===== src/rtl/task_sequencer.sv =====
// Task sequencer: plays a short micro-program of datapath control words,
// one per clock, selected by a task number latched on start.
module task_sequencer #(
  parameter int          W      = 8,
  parameter logic [7:0]  CONST  = 8'hA3,
  parameter int          LOOP_W = 4
) (
  input  logic              clk,
  input  logic              reset_n,
  input  logic              start,
  input  logic [3:0]        task_select,
  input  logic [LOOP_W-1:0] loop_count,
  input  logic              abort,
  output logic              busy,
  output logic              done,
  output logic              error,
  output logic [2:0]        step_index,
  output logic              MUX0_SELECT,
  output logic              MUX1_SELECT,
  output logic [W-1:0]      MUX0_INP1,
  output logic [W-1:0]      MUX1_INP1,
  output logic [3:0]        ALU_OPERATION_SELECT,
  output logic [4:0]        shamt,
  output logic              write_enable,
  output logic              reset_synchronous,
  output logic [1:0]        combinational_shifter_control,
  output logic [W-1:0]      comp2_mux2_inp_1,
  output logic              op2_mux2_select
);

  typedef enum logic [1:0] {
    IDLE,
    EXEC,
    DONE,
    ERR
  } state_t;

  typedef struct packed {
    logic       m0;
    logic       m1;
    logic [3:0] alu;
    logic [4:0] shamt;
    logic [1:0] csc;
    logic       op2;
    logic       we;
    logic       rs;
  } word_t;

  localparam word_t W_IDLE = '0;
  localparam word_t W_LOAD =
    word_t'{1'b1, 1'b1, 4'd15, 5'd0, 2'b00, 1'b1, 1'b1, 1'b0};
  localparam word_t W_ADD  =
    word_t'{1'b0, 1'b0, 4'd4, 5'd0, 2'b00, 1'b1, 1'b1, 1'b0};
  localparam word_t W_SH3  =
    word_t'{1'b1, 1'b1, 4'd13, 5'd3, 2'b00, 1'b1, 1'b1, 1'b0};
  localparam word_t W_SH4  =
    word_t'{1'b1, 1'b1, 4'd13, 5'd4, 2'b00, 1'b1, 1'b1, 1'b0};
  localparam word_t W_ROT4 =
    word_t'{1'b1, 1'b1, 4'd13, 5'd4, 2'b01, 1'b1, 1'b1, 1'b0};
  localparam word_t W_CLR  =
    word_t'{1'b1, 1'b1, 4'd15, 5'd0, 2'b00, 1'b1, 1'b1, 1'b1};

  state_t            state_q, state_d;
  logic [2:0]        step_q, step_d;
  logic [2:0]        task_q, task_d;
  logic [LOOP_W-1:0] loop_q, loop_d;
  word_t             word;
  logic              last;
  logic              first;

  assign first = (step_q == 3'd0);

  always_comb begin
    word = W_IDLE;
    last = 1'b0;
    if (state_q == EXEC) begin
      unique case (task_q)
        3'd0: begin
          word = W_LOAD;
          last = 1'b1;
        end
        3'd1: begin
          word = first ? W_LOAD : W_ADD;
          last = !first;
        end
        3'd2: begin
          word = first ? W_LOAD : W_SH3;
          last = !first;
        end
        3'd3: begin
          word = first ? W_LOAD : W_ADD;
          last = (step_q == 3'd2);
        end
        // loop_q holds the ADD steps still to run, including this one
        3'd4: begin
          word = first ? W_LOAD : W_ADD;
          last = first ? (loop_q == '0)
                       : (loop_q == LOOP_W'(1));
        end
        3'd5: begin
          word = first ? W_LOAD : W_ROT4;
          last = !first;
        end
        3'd6: begin
          word = first ? W_LOAD
               : (step_q == 3'd1) ? W_SH4 : W_ADD;
          last = (step_q == 3'd2);
        end
        3'd7: begin
          word = W_CLR;
          last = 1'b1;
        end
      endcase
    end
  end

  always_comb begin
    state_d = state_q;
    step_d  = step_q;
    task_d  = task_q;
    loop_d  = loop_q;
    unique case (state_q)
      IDLE: begin
        if (start) begin
          if (task_select[3]) begin
            state_d = ERR;
          end else begin
            state_d = EXEC;
            step_d  = 3'd0;
            task_d  = task_select[2:0];
            loop_d  = loop_count;
          end
        end
      end
      EXEC: begin
        if (abort || last) begin
          state_d = abort ? IDLE : DONE;
          step_d  = 3'd0;
        end else begin
          step_d = (step_q == 3'd7) ? 3'd7 : step_q + 3'd1;
          if (task_q == 3'd4 && !first)
            loop_d = loop_q - LOOP_W'(1);
        end
      end
      DONE:    state_d = IDLE;
      ERR:     state_d = IDLE;
      default: state_d = IDLE;
    endcase
  end

  always_ff @(posedge clk or negedge reset_n) begin
    if (!reset_n) begin
      state_q <= IDLE;
      step_q  <= 3'd0;
      task_q  <= 3'd0;
      loop_q  <= '0;
    end else begin
      state_q <= state_d;
      step_q  <= step_d;
      task_q  <= task_d;
      loop_q  <= loop_d;
    end
  end

  assign busy       = (state_q == EXEC);
  assign done       = (state_q == DONE);
  assign error      = (state_q == ERR);
  assign step_index = step_q;

  assign MUX0_SELECT                   = word.m0;
  assign MUX1_SELECT                   = word.m1;
  assign ALU_OPERATION_SELECT          = word.alu;
  assign shamt                         = word.shamt;
  assign combinational_shifter_control = word.csc;
  assign op2_mux2_select               = word.op2;
  assign write_enable                  = word.we;
  assign reset_synchronous             = word.rs;

  assign MUX0_INP1        = '0;
  assign MUX1_INP1        = W'(CONST);
  assign comp2_mux2_inp_1 = W'(1);

endmodule

===== config.mk =====
export PLATFORM = sky130hd
export DESIGN_NAME = task_sequencer
export DESIGN_NICKNAME = d
export VERILOG_FILES = /design/src/rtl/task_sequencer.sv
export SDC_FILE = /design/constraint.sdc
export NUM_CORES = 1
export LEC_CHECK = 0
export ABC_AREA = 0
export BUFFER_PORTS_ARGS = -buffer_cell sky130_fd_sc_hd__buf_4
export CAP_MARGIN = 20
export CORE_ASPECT_RATIO = 1.1
export CORE_UTILIZATION = 50
export CTS_CLUSTER_DIAMETER = 80
export DETAILED_ROUTE_END_ITERATION = 16
export PLACE_DENSITY_LB_ADDON = 0.25
export SYNTH_ARGS = -nofsm -noshare
export SYNTH_HDL_FRONTEND = slang
export SYNTH_SLANG_ARGS = --single-unit

===== constraint.sdc =====
create_clock -name clk -period 5.9 [get_ports clk]
set_clock_uncertainty 0.05 [all_clocks]
set_input_delay 0.59 -clock clk [delete_from_list [all_inputs] [get_ports clk]]
set_output_delay 0.59 -clock clk [all_outputs]
set_load 0.02 [all_outputs]

# [Word level (Yosys, flattened, before mapping)]
# Index checks and enable logic that the tools add are counted.
[word_totals] ff_bits=12
[op_classes] addsub=2 n_eq_ne=19 n_mux=25 n_bitwise=1 reduce_logical=17
[ops] operator="$pmux 16 s6" n=1
[ops] operator="$mux 16" n=4
[ops] operator="$mux 12" n=2
[ops] operator="$mux 4" n=4
[ops] operator="$eq 3x3->1 const B" n=5
[ops] operator="$mux 3" n=4
[ops] operator="$eq 3x2->1 const B" n=3
[ops] operator="$mux 2" n=4
[ops] operator="$pmux 4 s2" n=1
[ops] operator="$eq 3x1->1 const B" n=2
[ops] operator="$logic_not 3->1" n=2
[ops] operator="$ne 2x2->1 const B" n=3
[ops] operator="$pmux 2 s3" n=1
[ops] operator="$pmux 3 s2" n=1
[ops] operator="$reduce_and 3->1" n=2
[ops] operator="$reduce_or 2->1" n=3
[ops] operator="$reduce_or 3->1" n=2
[ops] operator="$reduce_and 5->1" n=1
[ops] operator="$eq 2x2->1 const B" n=2
[ops] operator="$eq 4x1->1 const B" n=1
[ops] operator="$logic_not 4->1" n=1
[ops] operator="$ne 2x1->1 const B" n=2
[ops] operator="$pmux 1 s4" n=1
[ops] operator="$sub 4x1->4 const B" n=1
[ops] operator="other kinds (10)" n=11

# [Depth between registers and ports, before layout]
# Gate-level depths: netlist of run 1.
[logic_depth] depth_word=7 depth_mapped=8 ltp_nobuf=7

# [Worst setup path after synthesis of run 1]
# OpenSTA, ideal clock, no wires.
[synth_timing] path_type="register -> output" start="register step_q[0], in the netlist step_index[0]" end="output shamt[1]" arrival_ps=2053 required_time_ps=5260 path_slack_ps=3207 stages_incl_launch_ff=8 n_path_buf=2 cell_sequence="dfrtp_1 -> inv_1 -> ha_1 -> nand2b_1 -> buf_6 -> nand2_1 -> nor4_1 -> buf_4"
[synth_between] elab_chain_cells=4
[synth_lines] element="start: declaration" line_no="64" text="logic [2:0] step_q, step_d;"
[synth_lines] element="start signal: assignment" line_no="159" text="step_q <= step_d;"
[synth_lines] element="$logic_not 3->1 *" line_no="71" text="assign first = (step_q == 3'd0);"
[synth_lines] element="$mux 16 or $mux 12 (tied branches)" line_no="105, 87"
[synth_lines] element="$pmux 16 s6 *" line_no="77" text="unique case (task_q)"
[synth_lines] element="$mux 16 *" line_no="76" text="if (state_q == EXEC) begin"
[synth_lines] element="end: declaration" line_no="23" text="output logic [4:0] shamt,"
# Mark *: on every way between the ends. The rest lies on a longest branch, timed or not.

# [Worst setup path after layout of run 1]
[layout_timing] start="register state_q[1]" end="output shamt[0]"
[layout_between] elab_chain_cells=2
[layout_lines] element="start: declaration" line_no="63" text="state_t state_q, state_d;"
[layout_lines] element="start signal: assignment" line_no="158" text="state_q <= state_d;"
[layout_lines] element="$eq 2x1->1" line_no="76"
[layout_lines] element="$mux 16" line_no="76"
# No other way between the ends.

==> flow_summary.yaml, run 1 <==
synthesis:
  yosys.area.top_type: "dfrtp_1"
  synth_top_area_share: 0.249
  async_reset_ff_frac: 1.00
  synth_area_leaders: "dfrtp_1, buf_4, ha_1, a21oi_1, nand2b_1"
  synth-edff-count: 0
  synth_flop_cell: "dfrtp_1"
  syn-mean-instance-area_um2: 8.56
  syn_area_mm2: 0.00121
  seq_area_frac_synth: 0.249
  ys_types: 39
  ys_ff_latch: 12
  synthCells: 141
  yosys_warnings: 0
worst_setup_path:
  regToRegStartpoint: "step_index[0]"
  cp_num_buf_inv: 2
  cp.required_ns: 5.26
  crit_arrival_ns: 1.99
  worstSetupStartpointType: "flop"
  startpoint: "state_q[1]"
  endpoint_kind: "output port"
  r2r_end: "loop_q[0]"
  reg2reg_depth: 7
  slowest_stage: "dfrtp_1"
  path_class: "reg -> out"
  crit_chain: "nand2b_1 > inv_2 > nand2_1 > nor4_1 > buf_4"
  critPathTopFamily: "simple AND/OR/NAND/NOR gates"
  r2r_slack_ns: 3.63
  crit_path_max_fanout: 13
  crit_path_max_incr_delay_ns: 0.46
power_and_ir_drop:
  p_sw_frac: 0.529
  vdd_ir_drop_max_mv: 0.237
  combPwrFrac: 0.637
  leakage_nw: 0.631
  seq_power_share: 0.282
  p_int_mw: 0.295
  p_sw_mw: 0.331
  cellPowerDensity_mw_per_mm2: 481
  p_clk_frac: 0.081
cts:
  cts_resized: 0
  post-cts-setup-buffers: 0
  cts_tree: "done"
  insertion_delay_ns: 0.27
  cts.sinks: 12
  ctsHoldBuffers: 0
  cts_buffer_depth: 2
  root_buffer: "clkbuf_4"
  htreeDepth: 1
  clkTransAtPathRegs_ns: 0.08
  cts_buffers: 3
grt:
  grt_pass1_wl_um: 3810
  grt_pass1_vias: 862
  overflow: 0
  antenna_found_initial: 0
  grt_max_degree: 14
  groute.usage.overall: 0.193
final_layout:
  drive_gt1_frac: 0.248
  final_common_cell: "buf_4"
  final_cell_mix: "buf_4, conb_1, dfrtp_1"
  synthToLayoutAreaGrowth_pct: 7.98
  utilization: 0.573
  antennaDiodeCount: 0
  finalNetCount: 182
  n_fill_cell: 220
placed_design:
  post-dp-hpwl_um: 1830
  portBuffers: 30
  gp_congestion: 0.870
detailed_routing:
  dr.pass1.iters: 4
  vias: 985
  ant_nets: 0
  routedWlPerCell_um: 12.5
  vias_per_cell: 5.16
  wl_um: 2390
  drtIter0Drc: 23
  drcViolationCount: 0
sta:
  finalCriticalPeriod_ns: 2.63
  max_clock_freq_ghz: 0.380
  worst_pin_slew_ns: 0.680
  drv_slew: 0
  rsz0062_at_grt: "no"
  tns_ns: 0
  period_share: 0.446
  final-setup-viol-count: 0
  max_slew_margin: 0.545
  finalHoldViolCount: 0
die:
  initial_core_util: 0.531
  pin_count: 58
  die_y_um: 53.5
  die-area_mm2: 0.00262
  fp.coreArea_mm2: 0.00227
  rows: 18
  die_w_um: 48.9
run:
  drv_cap: 0
min_path:
  hold_class: "in -> async"
run_status:
  outcome: "complete, no violations"
worst max path at each step:
stage               slack, ns  endpoint  depth (start not counted)
finish                   3.27  shamt[0]                          5
global route             3.07  shamt[0]                          5
CTS                      3.27  shamt[0]                          5
detailed placement       3.57  shamt[0]                          5
global placement         3.63  shamt[1]                          5
floorplan                3.21  shamt[1]                          7
area by class of cell:
class                      count  area [um2]  area share
sequential                    12         300       0.230
tap                           30        37.5      0.0288
multi-input combinational    109         692       0.531
clock buffer                   3        22.5      0.0173
inverter                       7        26.3      0.0202
timing repair buffer          30         225       0.173
stage by stage:
step                hold WS (ns)  total power [mW]  std cells  worst slack (ns)  cell area [um2]
floorplan                  0.244             0.502        166              3.21             1300
global placement           0.389             0.561        188              3.63             1280
detailed placement         0.393             0.573        188              3.57             1280
CTS                        0.100             0.626        191              3.27             1300
global route               0.104             0.673        191              3.07             1300
finish                    0.0945             0.627        191              3.27             1300
worst reg2reg max path: stages, from the launching register on:
cell	delay [ns]
dfrtp_1	0.40
inv_1	0.11
ha_1	0.24
nand2b_1	0.29
mux2i_1	0.32
o311a_1	0.28
nor2_1	0.09
a311o_1	0.37
Yosys cell counts, types with 2 or more instances:
master	instances
a311o_1	2
a21oi_1	10
conb_1	2
nand2_1	7
nand2b_1	7
nand3_1	7
dfrtp_1	12
inv_1	6
nor2b_1	2
o22ai_1	3
ha_1	7
mux2_2	2
o311ai_1	2
o21ai_1	3
nor3_1	2
o21ai_0	3
nor2_1	8
buf_4	35
flip-flops by register name, summed over array words and instances (netlist names):
register	cells
loop_q	4
step_index	3
task_q	3
state_q	2
power by group through the flow:
stage	registers (mW)	logic, mW	clock network, mW
6_report	0.177	0.399	0.0507
5_1_grt	0.183	0.434	0.0551
4_1_cts	0.175	0.399	0.0520
3_5_place_dp	0.176	0.397	0
3_3_place_gp	0.174	0.387	0
2_1_floorplan	0.151	0.351	0
metal layers:
metal | part of all wire | GRT usage | vias to the layer above | wire length [um]
met2 | 0.50 | 0.366 | 61 | 1210
met3 | 0.071 | 0.0311 | 2 | 170
met5 | 0 | 0 | - | 0
met4 | 0.0079 | 0.0588 | 0 | 19
met1 | 0.42 | 0.225 | 454 | 997
li1 | - | - | 468 | -
cells by family (layout without fill, tap and decap cells):
kind of cell,count (synthesis),after routing,share of synthesized area
muxes,3,3,0.0269
and+or+nand+nor,40,40,0.191
AOI/OAI and AO/OA,31,31,0.192
adders and majority gates,7,7,0.0725
buffers and inverters,45,40,0.256
DFF,12,12,0.249
other,2,27,0.00622
xor gates and xnor gates,1,1,0.00726
Power figures use the tool's default switching activity.
==> run 2, diff against run 1 <==
Settings changed: CORE_UTILIZATION 50 to 46.
Clock period 5.9 ns to 2.5 ns, I/O delays scaled along.
==> flow_summary.yaml, run 2 (synthesis gave the netlist of run 1 again) <==
worst_setup_path:
  startpoint: "step_index[0]"
  reg2reg_depth: 7
  r2r_slack_ns: 0.29
  worstSetupEndpoint: "loop_q[0]"
  path_class: "reg -> reg"
  worstSetupStartpointType: "flop"
  regToRegStartpoint: "step_index[0]"
  r2r_end: "loop_q[0]"
  crit_arrival_ns: 2.32
  endpoint_kind: "flop"
  crit_path_max_fanout: 7
  cp.required_ns: 2.61
die:
  die-area_mm2: 0.00283
  initial_core_util: 0.484
  die_w_um: 50.9
  die_y_um: 55.7
  pin_count: 58
  rows: 19
  fp.coreArea_mm2: 0.00250
detailed_routing:
  drtIter0Drc: 21
  ant_nets: 0
  dr.pass1.iters: 10
  vias_per_cell: 4.95
  routedWlPerCell_um: 11.9
  wl_met2_um: 1170
  wl_met3_um: 115
  vias: 966
  drt-met1-wl_um: 983
  wl_um: 2330
  highest_layer: "met4"
  drcViolationCount: 1
cts:
  cts_buffer_depth: 2
  clkTransAtPathRegs_ns: 0.07
  root_buffer: "clkbuf_4"
  htreeDepth: 1
  cts_tree: "done"
  cts_resized: 0
  insertion_delay_ns: 0.27
  cts_buffers: 3
  cts.sinks: 12
final_layout:
  ff_latch_area_um2: 300
  finalNetCount: 185
  n_fill_cell: 259
  drive_gt1_frac: 0.256
  multiInputGateArea_um2: 692
  synthToLayoutAreaGrowth_pct: 10.2
  final_common_cell: "buf_4"
  final_cell_mix: "buf_4, conb_1, dfrtp_1"
  regMostFlops: "loop_q"
  antennaDiodeCount: 0
  largest_register_ffs: 4
min_path:
  hold_class: "in -> reg"
  min_path_cells: 3
grt:
  antenna_found_initial: 0
  grt_pass1_wl_um: 4090
  groute.usage.overall: 0.188
  overflow: 0
  grt_max_degree: 13
  grt_pass1_vias: 871
placed_design:
  gp_congestion: 0.763
  post-dp-hpwl_um: 1820
  portBuffers: 30
sta:
  rsz0062_at_grt: "no"
  whs_ns: 0.126
  finalHoldViolCount: 0
  final-setup-viol-count: 0
  max_clock_freq_ghz: 0.452
  tns_ns: 0
  drv_slew: 0
  finalCriticalPeriod_ns: 2.21
  period_share: 0.884
run_status:
  outcome: "complete, but fails checks"
  violations: "DRC"
power_and_ir_drop:
  leakage_nw: 0.645
  cellPowerDensity_mw_per_mm2: 1120
  vdd_ir_drop_max_mv: 0.616
run:
  drv_cap: 0
[run 2: cell count changes in the layout (fill, tap and decap cells not counted), sizes merged]
cell	before	now
dlygate4sd3	0	1
buf	30	32
[run 2: where the power goes]
group | switching, mW | leakage, nW | total [mW] | internal, mW
sequential | 0.144 | 0.152 | 0.416 | 0.272
clock | 0.0643 | 0.0138 | 0.120 | 0.0559
combinational | 0.566 | 0.479 | 0.950 | 0.384
[run 2: through the flow]
stage	std cells	setup slack, ns	util	power (mW)	instance area, um2
2_1_floorplan	166	0.147	-	1.19	1300
3_3_place_gp	191	0.435	0.520	1.33	1300
3_5_place_dp	191	0.347	0.520	1.36	1300
4_1_cts	195	0.304	0.533	1.49	1330
5_1_grt	195	0.124	0.533	1.63	1330
6_report	195	0.290	0.533	1.49	1330
[run 2: timing repair]
action                    CTS  global route
hold buffers                1             0
setup buffers               0             0
hold endpoints to repair   12             0
[run 2: layer usage]
metal / vias up / GRT usage
met5: - / 0
met4: 0 / 0.103
li1: 481 / -
met3: 6 / 0.00820
met1: 434 / 0.240
met2: 45 / 0.312
[run 2: area by class of cell]
type                       count  area share
multi-input combinational    109       0.520
sequential                    12       0.226
tap                           31      0.0292
timing repair buffer          33       0.188
inverter                       7      0.0198
clock buffer                   3      0.0169
[run 2: how the worst min path moves through the flow]
stage	slack, ns	start	endpoint
after floorplan	-0.1	reset_n	loop_q[0]
after global placement	0.05	reset_n	step_index[0]
after detailed placement	0.05	reset_n	step_index[0]
after CTS	0.12	task_select[1]	task_q[1]
after global routing	0.15	task_select[1]	task_q[1]
final	0.13	task_select[1]	task_q[1]
[run 2: worst max-delay path: stages (launching register included)]
cell and delay (ns):
dfrtp_1 0.40, inv_1 0.10, ha_1 0.23, nand2b_1 0.26
mux2i_1 0.33, o311a_1 0.27, nor2_1 0.09, a311o_1 0.37
